### src/rtl/rx_pkg.sv
`default_nettype none
// ============================================================================
// Module   : rx_pkg
// Purpose  : Shared types, constants and header-match helper for the RX
//            frame filter.
// Revision : 1.0 - initial release
// ============================================================================
package rx_pkg;

    typedef enum logic [1:0] {
        WAIT_IDLE = 2'd0,
        HDR       = 2'd1,
        PAYLOAD   = 2'd2,
        DISCARD   = 2'd3
    } rx_state_t;

    localparam int          HDR_BYTES = 14;
    localparam logic [47:0] BCAST_MAC = 48'hFFFF_FFFF_FFFF;

    typedef struct packed {
        logic        ok;
        logic [15:0] len;
    } frame_status_t;

    function automatic logic hdr_match(
        input logic [47:0] dst,
        input logic [47:0] mac,
        input logic [15:0] etype,
        input logic [15:0] want,
        input logic        bcast_en
    );
        return ((dst == mac) || (bcast_en && (dst == BCAST_MAC))) && (etype == want);
    endfunction

endpackage
`default_nettype wire

### src/rtl/rx_frame_filter_sat_counter.sv
`default_nettype none
// ============================================================================
// Module   : rx_sat_counter
// Purpose  : Increment-only counter that sticks at all-ones.
// Revision : 1.0 - initial release
// ============================================================================
module rx_sat_counter #(
    parameter int WIDTH = 16
) (
    input  logic             clk,
    input  logic             rst,
    input  logic             inc,
    output logic [WIDTH-1:0] count
);

    logic [WIDTH-1:0] r_count;

    always_ff @(posedge clk or posedge rst) begin
        if (rst) begin
            r_count <= '0;
        end else if (inc && (r_count != {WIDTH{1'b1}})) begin
            r_count <= r_count + 1'b1;
        end
    end

    assign count = r_count;

endmodule
`default_nettype wire

### src/rtl/rx_frame_filter.sv
`default_nettype none
// ============================================================================
// Module   : rx_frame_filter
// Purpose  : Strips the Ethernet header, filters on destination MAC and
//            EtherType, and writes accepted payload into the RX byte buffer.
// Revision : 1.0 - initial release
// ============================================================================
module rx_frame_filter
    import rx_pkg::*;
#(
    parameter logic [15:0] ETHERTYPE    = 16'h88B5,
    parameter bit          ACCEPT_BCAST = 1'b1,
    parameter int          MAX_PAYLOAD  = 1500
) (
    input  logic        clk,
    input  logic        rst,
    input  logic [7:0]  rx_axis_tdata,
    input  logic        rx_axis_tvalid,
    input  logic        rx_axis_tlast,
    input  logic        rx_axis_tuser,
    input  logic [47:0] cfg_mac_addr,
    input  logic        brx_full,
    output logic        brx_valid,
    output logic [7:0]  brx_data,
    output logic        frame_done,
    output logic        frame_ok,
    output logic [15:0] frame_len,
    output logic [15:0] cnt_accepted,
    output logic [15:0] cnt_filtered,
    output logic [15:0] cnt_errored
);

    localparam logic [3:0]  c_last_hdr_idx = 4'(HDR_BYTES - 1);
    localparam logic [15:0] c_max_payload  = 16'(MAX_PAYLOAD);

    rx_state_t     r_state;
    logic [3:0]    r_hdr_idx;
    logic [47:0]   r_dst;
    logic [7:0]    r_type_hi;
    logic [15:0]   r_pay_cnt;
    logic          r_overflow;
    logic          r_oversize;
    logic [15:0]   r_wr_len;
    logic          r_brx_valid;
    logic [7:0]    r_brx_data;

    // Latched copy of the terminated frame so the next frame can start at once
    logic          r_rep_pend;
    logic          r_rep_acc;
    logic          r_rep_tuser;
    logic          r_rep_ovs;
    logic          r_rep_ovf;

    logic          r_frame_done;
    logic          r_frame_ok;
    logic [15:0]   r_frame_len;

    logic          w_ovf_cur;
    logic          w_over_max;
    logic          w_write;
    logic          w_hdr_pass;
    logic          w_last_landed;
    logic          w_fin_ovf;
    frame_status_t w_status;
    logic          w_inc_acc;
    logic          w_inc_flt;
    logic          w_inc_err;

    // While a report is pending, the strobe on the bus is the previous frame's last byte
    assign w_ovf_cur     = r_brx_valid & brx_full & ~r_rep_pend;
    assign w_over_max    = (r_pay_cnt >= c_max_payload);
    assign w_write       = rx_axis_tvalid && (r_state == PAYLOAD) && !r_overflow
                           && !w_ovf_cur && !w_over_max;
    assign w_hdr_pass    = hdr_match(r_dst, cfg_mac_addr, {r_type_hi, rx_axis_tdata},
                                     ETHERTYPE, ACCEPT_BCAST);

    assign w_last_landed = r_brx_valid & ~brx_full;
    assign w_fin_ovf     = r_rep_ovf | (r_brx_valid & brx_full);
    assign w_status.ok   = r_rep_acc & ~r_rep_tuser & ~w_fin_ovf & ~r_rep_ovs;
    assign w_status.len  = r_rep_acc ? (r_wr_len + {15'd0, w_last_landed}) : 16'd0;

    assign w_inc_acc     = r_rep_pend & w_status.ok;
    assign w_inc_flt     = r_rep_pend & ~r_rep_acc;
    assign w_inc_err     = r_rep_pend & r_rep_acc & ~w_status.ok;

    always_ff @(posedge clk or posedge rst) begin
        if (rst) begin
            r_state     <= WAIT_IDLE;
            r_hdr_idx   <= '0;
            r_dst       <= '0;
            r_type_hi   <= '0;
            r_pay_cnt   <= '0;
            r_overflow  <= 1'b0;
            r_oversize  <= 1'b0;
            r_wr_len    <= '0;
            r_brx_valid <= 1'b0;
            r_brx_data  <= '0;
            r_rep_pend  <= 1'b0;
            r_rep_acc   <= 1'b0;
            r_rep_tuser <= 1'b0;
            r_rep_ovs   <= 1'b0;
            r_rep_ovf   <= 1'b0;
        end else begin
            r_brx_valid <= w_write;
            if (w_write) begin
                r_brx_data <= rx_axis_tdata;
            end
            r_rep_pend <= 1'b0;
            if (w_ovf_cur) begin
                r_overflow <= 1'b1;
            end
            if (r_rep_pend) begin
                r_wr_len <= '0;
            end else if (w_last_landed) begin
                r_wr_len <= r_wr_len + 16'd1;
            end

            case (r_state)
                WAIT_IDLE: begin
                    if (!rx_axis_tvalid) begin
                        r_state   <= HDR;
                        r_hdr_idx <= '0;
                    end
                end
                HDR: begin
                    if (rx_axis_tvalid) begin
                        if (rx_axis_tlast) begin
                            r_hdr_idx   <= '0;
                            r_rep_pend  <= 1'b1;
                            r_rep_acc   <= 1'b0;
                            r_rep_tuser <= 1'b0;
                            r_rep_ovs   <= 1'b0;
                            r_rep_ovf   <= 1'b0;
                        end else if (r_hdr_idx == c_last_hdr_idx) begin
                            r_hdr_idx  <= '0;
                            r_pay_cnt  <= '0;
                            r_overflow <= 1'b0;
                            r_oversize <= 1'b0;
                            r_state    <= w_hdr_pass ? PAYLOAD : DISCARD;
                        end else begin
                            if (r_hdr_idx < 4'd6) begin
                                r_dst <= {r_dst[39:0], rx_axis_tdata};
                            end
                            if (r_hdr_idx == 4'd12) begin
                                r_type_hi <= rx_axis_tdata;
                            end
                            r_hdr_idx <= r_hdr_idx + 4'd1;
                        end
                    end
                end
                PAYLOAD: begin
                    if (rx_axis_tvalid) begin
                        if (r_pay_cnt != 16'hFFFF) begin
                            r_pay_cnt <= r_pay_cnt + 16'd1;
                        end
                        if (w_over_max) begin
                            r_oversize <= 1'b1;
                        end
                        if (rx_axis_tlast) begin
                            r_rep_pend  <= 1'b1;
                            r_rep_acc   <= 1'b1;
                            r_rep_tuser <= rx_axis_tuser;
                            r_rep_ovs   <= r_oversize | w_over_max;
                            r_rep_ovf   <= r_overflow | w_ovf_cur;
                            r_overflow  <= 1'b0;
                            r_oversize  <= 1'b0;
                            r_hdr_idx   <= '0;
                            r_state     <= HDR;
                        end
                    end
                end
                DISCARD: begin
                    if (rx_axis_tvalid && rx_axis_tlast) begin
                        r_rep_pend  <= 1'b1;
                        r_rep_acc   <= 1'b0;
                        r_rep_tuser <= 1'b0;
                        r_rep_ovs   <= 1'b0;
                        r_rep_ovf   <= 1'b0;
                        r_hdr_idx   <= '0;
                        r_state     <= HDR;
                    end
                end
                default: r_state <= WAIT_IDLE;
            endcase
        end
    end

    // Final status is resolved one cycle after tlast, once the last strobe met brx_full
    always_ff @(posedge clk or posedge rst) begin
        if (rst) begin
            r_frame_done <= 1'b0;
            r_frame_ok   <= 1'b0;
            r_frame_len  <= '0;
        end else begin
            r_frame_done <= r_rep_pend;
            r_frame_ok   <= r_rep_pend & w_status.ok;
            if (r_rep_pend) begin
                r_frame_len <= w_status.len;
            end
        end
    end

    rx_sat_counter #(.WIDTH(16)) u_cnt_accepted (
        .clk   (clk),
        .rst   (rst),
        .inc   (w_inc_acc),
        .count (cnt_accepted)
    );

    rx_sat_counter #(.WIDTH(16)) u_cnt_filtered (
        .clk   (clk),
        .rst   (rst),
        .inc   (w_inc_flt),
        .count (cnt_filtered)
    );

    rx_sat_counter #(.WIDTH(16)) u_cnt_errored (
        .clk   (clk),
        .rst   (rst),
        .inc   (w_inc_err),
        .count (cnt_errored)
    );

    assign brx_valid  = r_brx_valid;
    assign brx_data   = r_brx_data;
    assign frame_done = r_frame_done;
    assign frame_ok   = r_frame_ok;
    assign frame_len  = r_frame_len;

endmodule
`default_nettype wire

### config.mk
export PLATFORM = sky130hd
export DESIGN_NAME = rx_frame_filter
export DESIGN_NICKNAME = d
export VERILOG_FILES = /design/src/rtl/rx_pkg.sv /design/src/rtl/rx_frame_filter_sat_counter.sv /design/src/rtl/rx_frame_filter.sv
export SDC_FILE = /design/constraint.sdc
export NUM_CORES = 1
export LEC_CHECK = 0
export ABC_CLOCK_PERIOD_IN_PS = 12750
export CAP_MARGIN = 5
export CORE_MARGIN = 2
export CORE_UTILIZATION = 40
export DETAILED_ROUTE_END_ITERATION = 6
export HOLD_SLACK_MARGIN = 0.05
export PLACE_DENSITY = 0.71
export SYNTH_ARGS = -nofsm -noshare
export SYNTH_HDL_FRONTEND = slang
export SYNTH_SLANG_ARGS = --single-unit
### constraint.sdc
create_clock -name clk -period 12.75 [get_ports clk]
set_input_delay 2.55 -clock clk [delete_from_list [all_inputs] [get_ports clk]]
set_output_delay 2.55 -clock clk [all_outputs]
set_load 0.01 [all_outputs]
==> metrics.txt, run 1 <==
max_cap viols 0; Worst-path clk slew 0.07 ns; hold-fix buffer count after cts 0; P per Cell Area 147.9 nW/um^2; min-delay worst type flip-flop to flip-flop; CP Capture Type flip-flop; total of cells resized after clock tree synthesis 0; post-synth top area cell dfrtp_1; CP Cell Sequence clkdlybuf4s50_1 -> nor2b_1 -> ha_1 -> ha_1 -> nand2_1 -> nor4_1 -> nand3_1 -> xor2_1 -> o22ai_1; Most Frequent Cell on Critical Path ha_1; FFs w/ async S/R, synth 100.0%; row cnt 53; FF-to-FF path depth 7; skew final 0.01146 ns; setup violators final 0; DRT Wirelength 18.54 mm; final hold violation count 0; nets@finish 996; DRC Markers 0; max-slew violation count 0; number of CTS-inserted buffers 17; final hold slack 0.4887 ns; Iter 0 DRT Violations 279; FF+latch count, synth 176; Gate Count Post-Synth 784; H-tree Lvls 4; global-route wire length before repair 30.76 mm; port bufs 136; Lkg Pwr 4.538 nW; Crit Path Max Fanout 6; RSZ-0062 raised after global routing false; vias per inst 5.177; ANT cells 0; Pwr Total 1.604 mW; worst r2r src r_state[0]; Syn Area/Cell 11.03 sq um; Tot GR Track Use 17.10%; setup bufs post-CTS 0; Final Cell Area 10840 sq um; status finished, final reports clean; share of the synthesized area in the top cell type 50.92%; Slew headroom 30.70%; Worst-Margin Slew 1.026 ns; die outline height 151.1 microns; share of layout cells above drive strength 1 12.67%; WL per Instance 15.37 microns; syn_nets 861; Peak Freq 228.0 MHz; Top FF cell, synth dfrtp_1; Multi-input gate area 4038 sq um; routability congestion estimate 0.8514; Final Util 51.24%; root buf cell clkbuf_16; fin crit period 4.386 ns; hpwl dp 13.33 mm; maximum buffer depth of the clock tree 2; flop2flop setup slack 10.02 ns; number of fill cells 1891; EDFF count, synth 0; Crit path required time 13.03 ns; max incr delay on CP 0.44 ns; Num Clock Sinks 176; Layout area overhead 25.31%; placed cell area 10280 sq um; Arr. time, crit path 4.67 ns; # IOs 137; critical path's slowest cell clkdlybuf4s50_1; Starting Density 40.89%; maximum vdd drop 0.08791 mV; Unique masters post-synth 57; post-route ant nets 0; DR vias 6243; crit path from brx_full; width of the die 151.1 microns; Worst Path Class, Setup primary input to flip-flop; post-synth design cell area 8650 sq um; hold path depth 1; number of detailed-route iterations in the first pass 5; Area contributors post-synth dfrtp_1, mux2_2, xor2_1; post-synthesis sequential area ratio 50.92%; end point of the critical path frame_len[14]; total grt overflow 0; largest net degree at the start of global routing 101; clk_lat worst skew 0.42 ns; ratio of final minimum period to clock period 34.40%; Die Area 22820 sq um; CORE AREA 21150 sq um; CTS tree done; reg-to-reg critical path endpoint r_pay_cnt[14]; initial antenna violation count 0; Reg area 4404 sq um; Total Neg Setup Slack 0 ns; synth warn 0; vias in the first global route 6123; Startpoint Class primary input
-- worst max-delay path, delay by kind of cell --
family	cells	cell delay (ns)
AND/OR/NAND/NOR	4	0.96
buffers and inverters	1	0.44
XOR/XNOR	1	0.16
adder cells (fa/ha/maj)	2	0.48
AO/OA/AOI/OAI	1	0.08
-- cells in the mapped netlist, drive strengths merged, types with 4 or more instances --
cell and instances:
nand2b 5, o31ai 4, xnor2 41, a21oi 14, nand2 61, nor3 12, ha 15, o22ai 14
or4 6, and4 8, nand3 33, dfrtp 176, mux2 70, and2 4, nor4 23, or3 9
nand4 40, nor2b 6, o21ai 22, o211ai 4, and3 9, clkbuf 11, buf 11, nor2 48
inv 30, xor2 76
-- area by class of cell --
class                           count  area share (%)
Clock buffer                       19           3.994
Sequential cell                   176           40.63
Clock inverter                     12           1.166
Inverter                           30           1.085
Timing Repair Buffer              138           12.70
Multi-Input combinational cell    556           37.25
Tap cell                          275           3.174
-- how the worst min path moves through the flow --
stage	slack, ns	from	endpoint
floorplan	0.38	r_rep_pend	frame_done
finish	0.49	u_cnt_filtered.count[13]	u_cnt_filtered.count[13]
detailed placement	0.49	u_cnt_filtered.count[13]	u_cnt_filtered.count[13]
CTS	0.50	u_cnt_filtered.count[13]	u_cnt_filtered.count[13]
global placement	0.48	u_cnt_filtered.count[15]	u_cnt_filtered.count[15]
global route	0.51	u_cnt_filtered.count[15]	u_cnt_filtered.count[15]
-- placed cells by master (no fill, tap or decap), drive strengths merged, types with 8 or more instances in the layout --
| cell type | synthesis | routed |
|---|---|---|
| mux2 | 70 | 70 |
| dfrtp | 176 | 176 |
| nor3 | 12 | 12 |
| or3 | 9 | 9 |
| inv | 30 | 35 |
| nor4 | 23 | 23 |
| xor2 | 76 | 76 |
| xnor2 | 41 | 41 |
| o22ai | 14 | 14 |
| ha | 15 | 15 |
| nand3 | 33 | 33 |
| o21ai | 22 | 22 |
| nor2 | 48 | 48 |
| and4 | 8 | 8 |
| clkbuf | 11 | 19 |
| and3 | 9 | 9 |
| clkdlybuf4s50 | 0 | 136 |
| nand2 | 61 | 61 |
| a21oi | 14 | 14 |
| nand4 | 40 | 40 |
-- registers in the layout, summed over array words and instances, names as in the netlist, 2 cells and up --
name                  count
frame_len                16
r_type_hi                 8
r_wr_len                 16
r_state                   2
r_pay_cnt                16
u_cnt_accepted.count     16
u_cnt_filtered.count     16
r_hdr_idx                 4
brx_data                  8
r_dst                    48
u_cnt_errored.count      16
-- stage by stage --
stage / cells / worst slack (ns)
floorplan: 784 / 5.426
global placement: 1175 / 7.999
detailed placement: 1175 / 7.937
CTS: 1206 / 8.377
global route: 1206 / 8.128
finish: 1206 / 8.365
-- power breakdown --
part           internal, mW  switching [mW]  total, mW
sequential            0.655           0.133      0.788
clock                 0.273           0.227      0.500
combinational         0.177           0.139      0.316
total                  1.10           0.499       1.60
-- logic make-up after synthesis --
kind of cell             share of synthesized area, %
AND/OR/NAND/NOR                                 17.78
flip-flops                                      50.92
XOR/XNOR                                        11.85
AO/OA/AOI/OAI                                   5.526
multiplexers                                    9.345
buffers and inverters                           2.416
adder cells (fa/ha/maj)                         2.170
-- per-layer routing --
layer	part of all wire, %	vias to the layer above	track usage, %
li1	-	3053	-
met4	1.2	0	5.981
met3	3.3	19	3.072
met2	47	117	27.25
met1	48	3054	23.55
met5	0	-	0
No activity file was read; power rests on OpenSTA's default activity.
==> run 2, diff against run 1 <==
- ABC_CLOCK_PERIOD_IN_PS: 12750 -> 3700
- PLACE_DENSITY: 0.71 -> 0.74
- clock period: 12.75 -> 3.7 ns (I/O delays scaled with it)
==> metrics.txt, run 2 (synthesis gave the netlist of run 1 again) <==
routability congestion estimate 0.8453 (was 0.8514); setup violators final 0 (unchanged); most frequent cells in the layout dfrtp_1, clkdlybuf4s50_1, xor2_1, mux2_2, nand2_1 (unchanged); Arr. time, crit path 2.86 ns (was 4.67 ns); ratio of final minimum period to clock period 69.68%; number of flip-flops in the largest register 48 (unchanged); setup bufs post-CTS 0 (unchanged); maximum vdd drop 0.3475 mV (was 0.08791 mV); pre-CTS setup slack 0.7007 ns (was 7.937 ns); total of cells resized after clock tree synthesis 0 (unchanged); maximum buffer depth of the clock tree 2 (unchanged); P per Cell Area 510.0 nW/um^2 (was 147.9 nW/um^2); nets@finish 1001 (was 996); most common cell after layout, fill and taps aside dfrtp_1 (unchanged); global-route wire length before repair 31.82 mm (was 30.76 mm); critical path's top delay family simple AND/OR/NAND/NOR gates (unchanged); Total Neg Setup Slack 0 ns (unchanged); Starting Density 40.89% (unchanged); Worst-path clk slew 0.07 ns (about the same); Worst-Margin Slew 1.007 ns (was 1.026 ns); Reg area 4404 sq um (unchanged); status finished, final reports clean (unchanged); Crit Path Max Fanout 6 (unchanged); Worst Path Class, Setup primary input to flip-flop (unchanged); DR vias 6357 (was 6243); WL per Instance 15.63 microns (was 15.37 microns); number of fill cells 1848 (was 1891); vias per inst 5.245 (was 5.177); largest net degree at the start of global routing 111 (was 101); width of the die 151.1 microns (unchanged); Hold Path Origin u_cnt_filtered.count[15] (was u_cnt_filtered.count[13]); # IOs 137 (unchanged); share of layout cells above drive strength 1 13.45% (was 12.67%); Reg with most FFs r_dst (unchanged); Iter 0 DRT Violations 233 (was 279); initial antenna violation count 0 (unchanged); Crit path required time 3.99 ns (was 13.03 ns); CP Capture Type flip-flop (unchanged); Layout area overhead 26.04% (was 25.31%); Pwr Total 5.560 mW (was 1.604 mW); CORE AREA 21150 sq um (unchanged); total grt overflow 0 (unchanged); max incr delay on CP 0.49 ns (was 0.44 ns); vias in the first global route 6276 (was 6123); root buf cell clkbuf_16 (unchanged); row cnt 53 (unchanged); post-route ant nets 0 (unchanged); worst r2r src r_state[1] (was r_state[0]); clk_lat worst skew 0.43 ns (was 0.42 ns); CTS tree done (unchanged); RSZ-0062 raised after global routing false (unchanged); Slew headroom 32.03% (was 30.70%); max_cap viols 0 (unchanged); ANT cells 0 (unchanged); Tot GR Track Use 17.57% (was 17.10%); H-tree Lvls 4 (unchanged); Buf+Inv Stages, Crit Path 1 (unchanged); number of CTS-inserted buffers 17 (unchanged); Multi-input gate area 4038 sq um (unchanged); hpwl dp 13.54 mm (was 13.33 mm); DRC Markers 0 (unchanged); Peak Freq 387.9 MHz; fin crit period 2.578 ns; DRT Wirelength 18.95 mm (was 18.54 mm); Lkg Pwr 4.572 nW (was 4.538 nW); port bufs 136 (unchanged); Die Area 22820 sq um (unchanged); final hold slack 0.4964 ns (was 0.4887 ns); critical path's slowest cell or3_1 (was clkdlybuf4s50_1); CP Cell Sequence clkdlybuf4s50_1 -> nor2b_1 -> ha_1 -> nand3_1 -> or3_1 -> nor2_1 -> xnor2_1 -> o22ai_1 (was clkdlybuf4s50_1 -> nor2b_1 -> ha_1 -> ha_1 -> nand2_1 -> nor4_1 -> nand3_1 -> xor2_1 -> o22ai_1); Num Clock Sinks 176 (unchanged); Startpoint Class primary input (unchanged); hold-fix buffer count after cts 0 (unchanged); Final WS setup 1.122 ns (was 8.365 ns); max-slew violation count 0 (unchanged); skew final 0.01195 ns (was 0.01146 ns); number of detailed-route iterations in the first pass 4 (was 5); crit path from brx_full (unchanged); min-delay worst type flip-flop to flip-flop (unchanged); die outline height 151.1 microns (unchanged); final hold violation count 0 (unchanged)
## run 2: area by class of cell
cell class / count / area share (%)
inverter: 30 / 1.067
clock buffer: 17 / 3.902
tap: 275 / 3.156
clock inverter: 15 / 1.354
sequential: 176 / 40.40
multi-input combinational: 556 / 37.04
timing repair buffer: 143 / 13.08
## run 2: metal layers
metal	vias to the layer above	GRT usage [%]	wire, microns	share of wire (%)
li1	3077	-	-	-
met1	3118	23.54	8579	45
met2	145	28.86	9311	49
met3	17	3.614	815	4.3
met4	0	5.280	240	1.3
met5	-	0	0	0
## run 2: power by group
| part | internal [mW] | total, mW | switching [mW] |
|---|---|---|---|
| Combinational | 0.615 | 1.10 | 0.486 |
| Clock | 0.895 | 1.73 | 0.832 |
| Sequential | 2.26 | 2.73 | 0.476 |
| Total | 3.77 | 5.56 | 1.79 |
## run 2: worst register-to-register path, delay by kind of cell, from the launching register on
kind | cells | cell delay (ns)
mux | 1 | 0.36
buf+inv | 2 | 0.42
fa+ha+maj | 1 | 0.45
flops | 1 | 0.40
simple gates | 2 | 0.41
compound gates | 1 | 0.33
## run 2: through the flow
step	area, sq um	instances	utilization (%)
detailed placement	10330	1180	48.83
global placement	10330	1180	48.83
global route	10900	1212	51.53
floorplan	8653	784	-
CTS	10900	1212	51.53
finish	10900	1212	51.53
## run 2: final timing paths
kind,slack (ns),cells past startpoint,end
min reg2reg,0.50,1,u_cnt_filtered.count[15]
min,0.50,1,u_cnt_filtered.count[15]
min in group asynchronous,0.63,2,u_cnt_filtered.count[15]
max,1.12,8,frame_len[13]
max in group asynchronous,2.19,3,r_dst[35]
max reg2reg,1.22,7,r_dst[16]
